--- config.mk ---
export PLATFORM = sky130hd
export DESIGN_NAME = wb_port_arbiter
export DESIGN_NICKNAME = d
export VERILOG_FILES = /design/src/rtl/wb_port_arbiter.sv
export SDC_FILE = /design/constraint.sdc
export NUM_CORES = 1
export LEC_CHECK = 0
export CELL_PAD_IN_SITES_DETAIL_PLACEMENT = 2
export CELL_PAD_IN_SITES_GLOBAL_PLACEMENT = 2
export CORE_ASPECT_RATIO = 1.4
export CORE_MARGIN = 10
export CORE_UTILIZATION = 33
export CTS_CLUSTER_DIAMETER = 200
export DETAILED_ROUTE_END_ITERATION = 8
export GPL_ROUTABILITY_DRIVEN = 0
export PLACE_DENSITY = 0.88
export SETUP_SLACK_MARGIN = 0.1
export SLEW_MARGIN = 20
export SYNTH_ARGS = -nofsm -noshare
export SYNTH_HDL_FRONTEND = slang
export SYNTH_SLANG_ARGS = --single-unit
--- constraint.sdc ---
create_clock -name clk -period 5.31 [get_ports clk]
set_input_delay 0.7965 -clock clk [delete_from_list [all_inputs] [get_ports clk]]
set_output_delay 0.7965 -clock clk [all_outputs]
set_load 0.02 [all_outputs]
--- src/rtl/wb_port_arbiter.sv ---
// Register-file write-port arbiter: WB stage vs. long-latency unit result FIFO,
// with starvation-forced stall and a per-register outstanding-write scoreboard.
module wb_port_arbiter #(
    parameter int DEPTH      = 2,
    parameter int STARVE_MAX = 4
) (
    input  logic        clk,
    input  logic        rst,
    input  logic        pipe_valid_i,
    input  logic        pipe_we_i,
    input  logic [4:0]  pipe_wr_i,
    input  logic [31:0] pipe_wd_i,
    input  logic        lu_valid_i,
    input  logic [4:0]  lu_wr_i,
    input  logic [31:0] lu_wd_i,
    output logic        lu_ready_o,
    input  logic        lu_issue_i,
    input  logic [4:0]  lu_issue_rd_i,
    output logic        rf_we_o,
    output logic [4:0]  rf_wr_o,
    output logic [31:0] rf_wd_o,
    output logic        stall_o,
    output logic [31:0] busy_mask_o
);
    localparam int AW = (DEPTH > 1) ? $clog2(DEPTH) : 1;
    localparam int CW = $clog2(DEPTH + 1);
    localparam int SW = $clog2(STARVE_MAX + 1);

    logic [4:0]    r_wr_mem [DEPTH];
    logic [31:0]   r_wd_mem [DEPTH];
    logic [AW-1:0] r_rd_ptr;
    logic [AW-1:0] r_wr_ptr;
    logic [CW-1:0] r_count;
    logic [SW-1:0] r_starve;
    logic [31:0]   r_busy;

    logic        w_pipe_req;
    logic        w_head_v;
    logic        w_force;
    logic        w_lu_gnt;
    logic        w_pipe_gnt;
    logic        w_push;
    logic [4:0]  w_head_wr;
    logic [31:0] w_head_wd;
    logic [31:0] w_busy_set;
    logic [31:0] w_busy_clr;

    assign w_pipe_req = pipe_valid_i & pipe_we_i & (pipe_wr_i != 5'd0);
    assign w_head_v   = (r_count != '0);
    assign w_force    = w_head_v & (r_starve == SW'(STARVE_MAX));
    assign w_lu_gnt   = w_force | (~w_pipe_req & w_head_v);
    assign w_pipe_gnt = w_pipe_req & ~w_force;
    assign w_head_wr  = r_wr_mem[r_rd_ptr];
    assign w_head_wd  = r_wd_mem[r_rd_ptr];

    assign lu_ready_o = ~rst & (r_count < CW'(DEPTH));
    // Destination x0 results are acknowledged but never enter the FIFO.
    assign w_push     = lu_valid_i & lu_ready_o & (lu_wr_i != 5'd0);
    assign stall_o    = ~rst & w_force;

    always_comb begin
        rf_we_o = 1'b0;
        rf_wr_o = '0;
        rf_wd_o = '0;
        if (!rst) begin
            if (w_lu_gnt) begin
                rf_we_o = 1'b1;
                rf_wr_o = w_head_wr;
                rf_wd_o = w_head_wd;
            end else if (w_pipe_gnt) begin
                rf_we_o = 1'b1;
                rf_wr_o = pipe_wr_i;
                rf_wd_o = pipe_wd_i;
            end
        end
    end

    always_ff @(posedge clk) begin
        if (w_push) begin
            r_wr_mem[r_wr_ptr] <= lu_wr_i;
            r_wd_mem[r_wr_ptr] <= lu_wd_i;
        end
    end

    always_ff @(posedge clk or posedge rst) begin
        if (rst) begin
            r_rd_ptr <= '0;
            r_wr_ptr <= '0;
            r_count  <= '0;
        end else begin
            if (w_push)   r_wr_ptr <= r_wr_ptr + AW'(1);
            if (w_lu_gnt) r_rd_ptr <= r_rd_ptr + AW'(1);
            case ({w_push, w_lu_gnt})
                2'b10:   r_count <= r_count + CW'(1);
                2'b01:   r_count <= r_count - CW'(1);
                default: r_count <= r_count;
            endcase
        end
    end

    always_ff @(posedge clk or posedge rst) begin
        if (rst) begin
            r_starve <= '0;
        end else if (!w_head_v || w_lu_gnt) begin
            r_starve <= '0;
        end else if (w_pipe_gnt && (r_starve != SW'(STARVE_MAX))) begin
            r_starve <= r_starve + SW'(1);
        end
    end

    assign w_busy_set = (lu_issue_i && (lu_issue_rd_i != 5'd0)) ? (32'd1 << lu_issue_rd_i) : '0;
    assign w_busy_clr = w_lu_gnt ? (32'd1 << w_head_wr) : '0;

    // Set is OR-ed in after the clear so a same-cycle reissue keeps the bit.
    always_ff @(posedge clk or posedge rst) begin
        if (rst) begin
            r_busy <= '0;
        end else begin
            r_busy <= ((r_busy & ~w_busy_clr) | w_busy_set) & ~32'd1;
        end
    end

    assign busy_mask_o = r_busy;

endmodule

==> metrics.cfg, run 1 <==
[clocking]
hold_buffers = 0
cts_setup_buffers = 0
htree_levels = 3
cts_sinks = 112
clkLatencyLatePin_ns = 0.35
root_buffer = clkbuf_16
clk_path_buf_depth = 2
cts_resized = 0
path_clk_slew_ns = 0.07
tritoncts = yes
cts_inserted_buffers = 9

[floorplanning]
start_util = 0.337
pin_count = 157
die_w_um = 125
rows = 53
die_area_um2 = 20800
core_area_um2 = 15100
die_height_um = 167

[logic_synthesis]
syn_nets = 482
async_flop_share = 0.339
yosysWarnings = 0
synth-simple-area-share = 0.0714
synth_xor_area_frac = 0.00519
postSynthCellCount = 395
synth_mux_area_frac = 0.0756
synth-edff-count = 74
synth_compound_area_frac = 0.173
synth.avg_cell_area_um2 = 12.8
ys_types = 48
synth_top_family_by_area = compound AO/OA/AOI/OAI gates
synthAdderAreaFrac = 0.00494
synth.yosys.seq_area_share = 0.626
ys_ff_latch = 112
synth_area_um2 = 5070
yosys_most_used_dff = edfxtp_1

[worst_setup_path]
path_max_fanout = 34
regToRegSetupSlack_ns = 2.75
worstPathArrival_ns = 3.14
crit_type = input port to output port
cp.required_ns = 4.51
cp-start-kind = input port
worstSetupEndpointType = output port

[grt]
top_usage_layer = met2
grt.met1_usage = 0.171
grt_max_degree = 38
antenna_found_initial = 1
grt_pass1_vias = 4600
overflow = 0
met2_usage = 0.292
grt_use_met3 = 0.0400
grtUsageTotal = 0.161
grt_pass1_wl_mm = 26.8

[routing]
vias_per_cell = 5.27
drt_wl_total_mm = 16.9
drt-wirelength-per-cell_um = 22.6
drtAntennaViolNets = 0
drc_errors = 0
drt-pass1-iter-count = 4
vias = 3940
drtIter0Drc = 205

[outcome]
status = completed

[sta]
min_period_over_period = 0.740
slew_headroom = 0.423
clock_skew_ns = 0.00987
hold_viol = 0
fmax_mhz = 254
fin_tns_setup_ns = 0
rsz0062_at_grt = false
finalCriticalPeriod_ns = 3.93
tightest_slew_ns = 0.858
slew_viol_final = 0
finalSetupViolations = 0

[power_and_ir_drop]
ir_worst_vdd_uv = 211
p_leak_nw = 2.80
p_per_area_nw_per_um2 = 347

[layout]
drive_gt1_frac = 0.0596
stdcell_count = 747
fillers = 1485
fin_nets = 636
final_common_cell = clkdlybuf4s50_1
layout_common_cells = clkdlybuf4s50_1 (155), edfxtp_1 (74), o21ai_0 (37), dfrtp_1 (37), mux2i_1 (36)
final_util = 0.477
area_growth_pct = 41.7

[hold_path]
hp-class = flop to flop

[placement]
place_inst = 728
hpwl_mm = 13.2
io_buffers = 155

[run]
drv_cap = 0

## sequential cells by signal, indices dropped and copies added, names as in the netlist
name,count
r_wd_mem,64
busy_mask_o,31
r_wr_mem,10
r_starve,3
r_count,2
r_rd_ptr,1
r_wr_ptr,1
## final cells by class
class	instances	area [um2]	share of cell area
clock inverters	7	76.3	0.0106
inverters	35	131	0.0183
flip-flops and latches	112	3170	0.442
multi-input cells	230	1700	0.237
well taps	192	240	0.0335
clock buffers	9	225	0.0314
diodes	1	2.50	0.000349
repair buffers	161	1630	0.227
## worst max-delay path: stages
cell	delay [ns]
clkdlybuf4s50_1	0.43
nor3_1	0.28
and2_1	0.35
o21ai_2	0.08
buf_4	0.25
o2bb2ai_1	0.29
clkdlybuf4s50_1	0.67
## layer usage
metal | share of wire | wire [um]
met4 | 0.029 | 482
met1 | 0.38 | 6500
met3 | 0.050 | 849
met5 | 0 | 0
met2 | 0.54 | 9050
## through the flow
step                      instance area (um2)  hold WS, ns  total power [mW]  setup slack [ns]
after floorplan                          5070        0.443              1.51              1.70
after CTS                                7130        0.490              2.51              1.39
final                                    7180        0.490              2.49              1.38
after global placement                   6830        0.456              1.77              1.49
after global routing                     7180        0.524              2.62              1.27
after detailed placement                 6830        0.480              1.81              1.39
## Yosys cell counts (3+ instances only)
library cell | instances | area share
nor2_1 | 18 | 0.013
o21ai_0 | 37 | 0.037
buf_2 | 12 | 0.012
clkbuf_1 | 3 | 0.0022
nor3b_1 | 4 | 0.0059
dfrtp_1 | 38 | 0.19
o2bb2ai_1 | 35 | 0.061
nand2b_1 | 3 | 0.0037
a22oi_1 | 30 | 0.044
nor3_1 | 6 | 0.0059
mux2i_1 | 36 | 0.071
xnor2_1 | 3 | 0.0052
nand2_1 | 10 | 0.0074
a21oi_1 | 8 | 0.0079
edfxtp_1 | 74 | 0.44
inv_1 | 35 | 0.026
## worst paths after layout
check                             start               to  depth (start not counted)
setup / recovery           pipe_wr_i[4]       rf_wr_o[0]                          7
hold / removal              r_starve[0]      r_starve[0]                          1
setup reg to reg               r_rd_ptr   busy_mask_o[8]                          5
hold reg to reg             r_starve[0]      r_starve[0]                          1
max in group asynchronous           rst         r_rd_ptr                          3
min in group asynchronous           rst  busy_mask_o[30]                          2
## logic make-up after synthesis
kind of cell,after synthesis
AO/OA/AOI/OAI,123
XOR/XNOR,3
adder cells (fa/ha/maj),2
buffers and inverters,53
flip-flops,112
multiplexers,38
other,1
AND/OR/NAND/NOR,63
## power by group
part           internal, mW  total [mW]  switching (mW)
Clock                 0.372       0.697           0.325
Combinational         0.323       0.695           0.371
Sequential             1.02        1.10          0.0804
Power figures use the tool's default switching activity.
==> run 2: changes to the inputs <==
--- a/config.mk
+++ b/config.mk
@@ -9,11 +9,11 @@
 export CELL_PAD_IN_SITES_GLOBAL_PLACEMENT = 2
 export CORE_ASPECT_RATIO = 1.4
 export CORE_MARGIN = 10
-export CORE_UTILIZATION = 33
+export CORE_UTILIZATION = 30
 export CTS_CLUSTER_DIAMETER = 200
 export DETAILED_ROUTE_END_ITERATION = 8
 export GPL_ROUTABILITY_DRIVEN = 0
-export PLACE_DENSITY = 0.88
+export PLACE_DENSITY = 0.82
 export SETUP_SLACK_MARGIN = 0.1
 export SLEW_MARGIN = 20
 export SYNTH_ARGS = -nofsm -noshare
==> constraint.sdc (replaced) <==
create_clock -name clk -period 3.8 [get_ports clk]
set_input_delay 0.57 -clock clk [delete_from_list [all_inputs] [get_ports clk]]
set_output_delay 0.57 -clock clk [all_outputs]
set_load 0.02 [all_outputs]
==> metrics.cfg, run 2 (same netlist as run 1, synthesis figures left out) <==
[power_and_ir_drop]
p_per_area_nw_per_um2 = 482  ; +39%
p_leak_nw = 2.80  ; +0.13%
ir_worst_vdd_uv = 252  ; +19%

[sta]
fin_tns_setup_ns = 0  ; unchanged
rsz0062_at_grt = false
min_period_over_period = 0.909
finalCriticalPeriod_ns = 3.45
clock_skew_ns = 0.0133  ; +0.00343 ns
slew_headroom = 0.361  ; -0.0626
slew_viol_final = 0  ; unchanged
hold_viol = 0  ; unchanged
fmax_mhz = 290
finalSetupViolations = 0  ; unchanged
tightest_slew_ns = 0.953  ; +0.0956 ns
fin_ws_ns = 0.347  ; -1.03 ns

[routing]
drt-wirelength-per-cell_um = 22.6  ; about the same
vias_per_cell = 5.23  ; -0.83%
drtIter0Drc = 195  ; -4.9%
drtAntennaViolNets = 0  ; unchanged
drt-pass1-iter-count = 4  ; unchanged
vias = 3970  ; +0.76%
drt_wl_total_mm = 17.1  ; +1.6%
drc_errors = 0  ; unchanged

[floorplanning]
die_height_um = 174  ; +4.3%
die_area_um2 = 22600  ; +8.6%
start_util = 0.304  ; -0.0328
core_area_um2 = 16700  ; +11%
pin_count = 157  ; unchanged
rows = 56  ; +5.7%
die_w_um = 130  ; +4.1%

[worst_setup_path]
slowest_stage = clkdlybuf4s50_1
regToRegSetupSlack_ns = 1.47  ; -1.28 ns
critPathTopFamily = simple AND/OR/NAND/NOR gates
r2r-end = busy_mask_o[21]
cp.required_ns = 3.23  ; -1.28 ns
path_max_fanout = 12  ; -65%
cp_num_buf_inv = 2  ; -1
cp_cell_sequence = inv_1 -> ha_1 -> o211ai_1 -> and3_1 -> nand2_1 -> a21oi_1 -> clkdlybuf4s50_1
worstSetupEndpointType = output port
r2r_cells = 4  ; -1
cpPeakStageDelay_ns = 0.65  ; -0.02 ns
r2r_start = r_rd_ptr
cp-start-kind = flop
crit_type = flop to output port
worstPathArrival_ns = 2.88  ; -0.26 ns

[layout]
diodes = 0  ; -1
layout_common_cells = clkdlybuf4s50_1 (155), edfxtp_1 (74), o21ai_0 (37), dfrtp_1 (37), mux2i_1 (36)
fin_nets = 638  ; +0.31%
final_common_cell = clkdlybuf4s50_1
top_register = r_wd_mem
area_growth_pct = 41.8  ; about the same
largest_reg_flops = 64  ; unchanged
drive_gt1_frac = 0.0683  ; +0.00878

[grt]
grt_pass1_vias = 4642  ; +0.91%
grt_max_degree = 35  ; -7.9%
antenna_found_initial = 0  ; -1
grtUsageTotal = 0.154  ; -0.00722
grt_pass1_wl_mm = 26.9  ; +0.59%
overflow = 0  ; unchanged

[clocking]
tritoncts = yes
clk_path_buf_depth = 2  ; unchanged
hold_buffers = 0  ; unchanged
htree_levels = 3  ; unchanged
cts_sinks = 112  ; unchanged
cts_inserted_buffers = 9  ; unchanged
cts_resized = 0  ; unchanged
path_clk_slew_ns = 0.09  ; +0.02 ns
root_buffer = clkbuf_16
cts_setup_buffers = 0  ; unchanged
clkLatencyLatePin_ns = 0.36  ; about the same

[run]
drv_cap = 0  ; unchanged

[hold_path]
min_from = r_starve[0]
worstHoldPathCells = 1  ; unchanged
hold_end = r_starve[0]
hp-class = flop to flop

[placement]
hpwl_mm = 13.4  ; +1.5%
io_buffers = 155  ; unchanged
pre_cts_ws_ns = 0.252  ; -1.14 ns

[outcome]
status = completed

==> run 2: changes by cell type in the layout (fill, tap and decap cells not counted), sizes merged <==
| cell | change |
|---|---|
| bufinv | -1 |
| diode | -1 |
| clkinvlp | -1 |
| clkinv | +3 |
| buf | +2 |
| inv | -1 |
==> run 2: power breakdown <==
part	internal [mW]	switching (mW)
combinational	0.447	0.550
clock	0.466	0.487
sequential	1.43	0.0822
==> run 2: worst max-delay path by stage <==
stage	slack [ns]	end	depth (start not counted)	from
3_3_place_gp	0.41	rf_wr_o[4]	6	pipe_wr_i[4]
6_report	0.35	rf_we_o	7	r_starve[0]
3_5_place_dp	0.25	rf_wd_o[14]	7	pipe_wr_i[4]
5_1_grt	0.13	rf_wd_o[14]	8	r_starve[0]
4_1_cts	0.19	rf_wd_o[14]	7	pipe_wr_i[4]
2_1_floorplan	0.42	r_wd_mem[0][0]	4	rst
==> run 2: metrics by stage <==
| step | std cells | hold WS [ns] | power, mW | utilization | area, um2 |
|---|---|---|---|---|---|
| global route | 759 | 0.514 | 3.63 | 0.431 | 7190 |
| floorplan | 395 | 0.443 | 2.11 | - | 5070 |
| detailed placement | 743 | 0.469 | 2.55 | 0.413 | 6880 |
| global placement | 743 | 0.451 | 2.50 | 0.413 | 6880 |
| CTS | 759 | 0.485 | 3.50 | 0.431 | 7180 |
| finish | 759 | 0.482 | 3.46 | 0.431 | 7190 |
==> run 2: cell type report <==
cell class	count	area, um2
clock buffer	9	225
tap	203	254
fill	1690	9490
sequential	112	3170
multi-input combinational	230	1710
clock inverter	7	70.1
timing repair buffer	163	1620
inverter	35	131
==> run 2: layer usage <==
metal	vias up	wire, um	track usage
met5	-	0	0
met3	16	1540	0.0600
met1	1999	6520	0.165
met2	138	8800	0.265
met4	0	283	0.0555
li1	1817	-	-
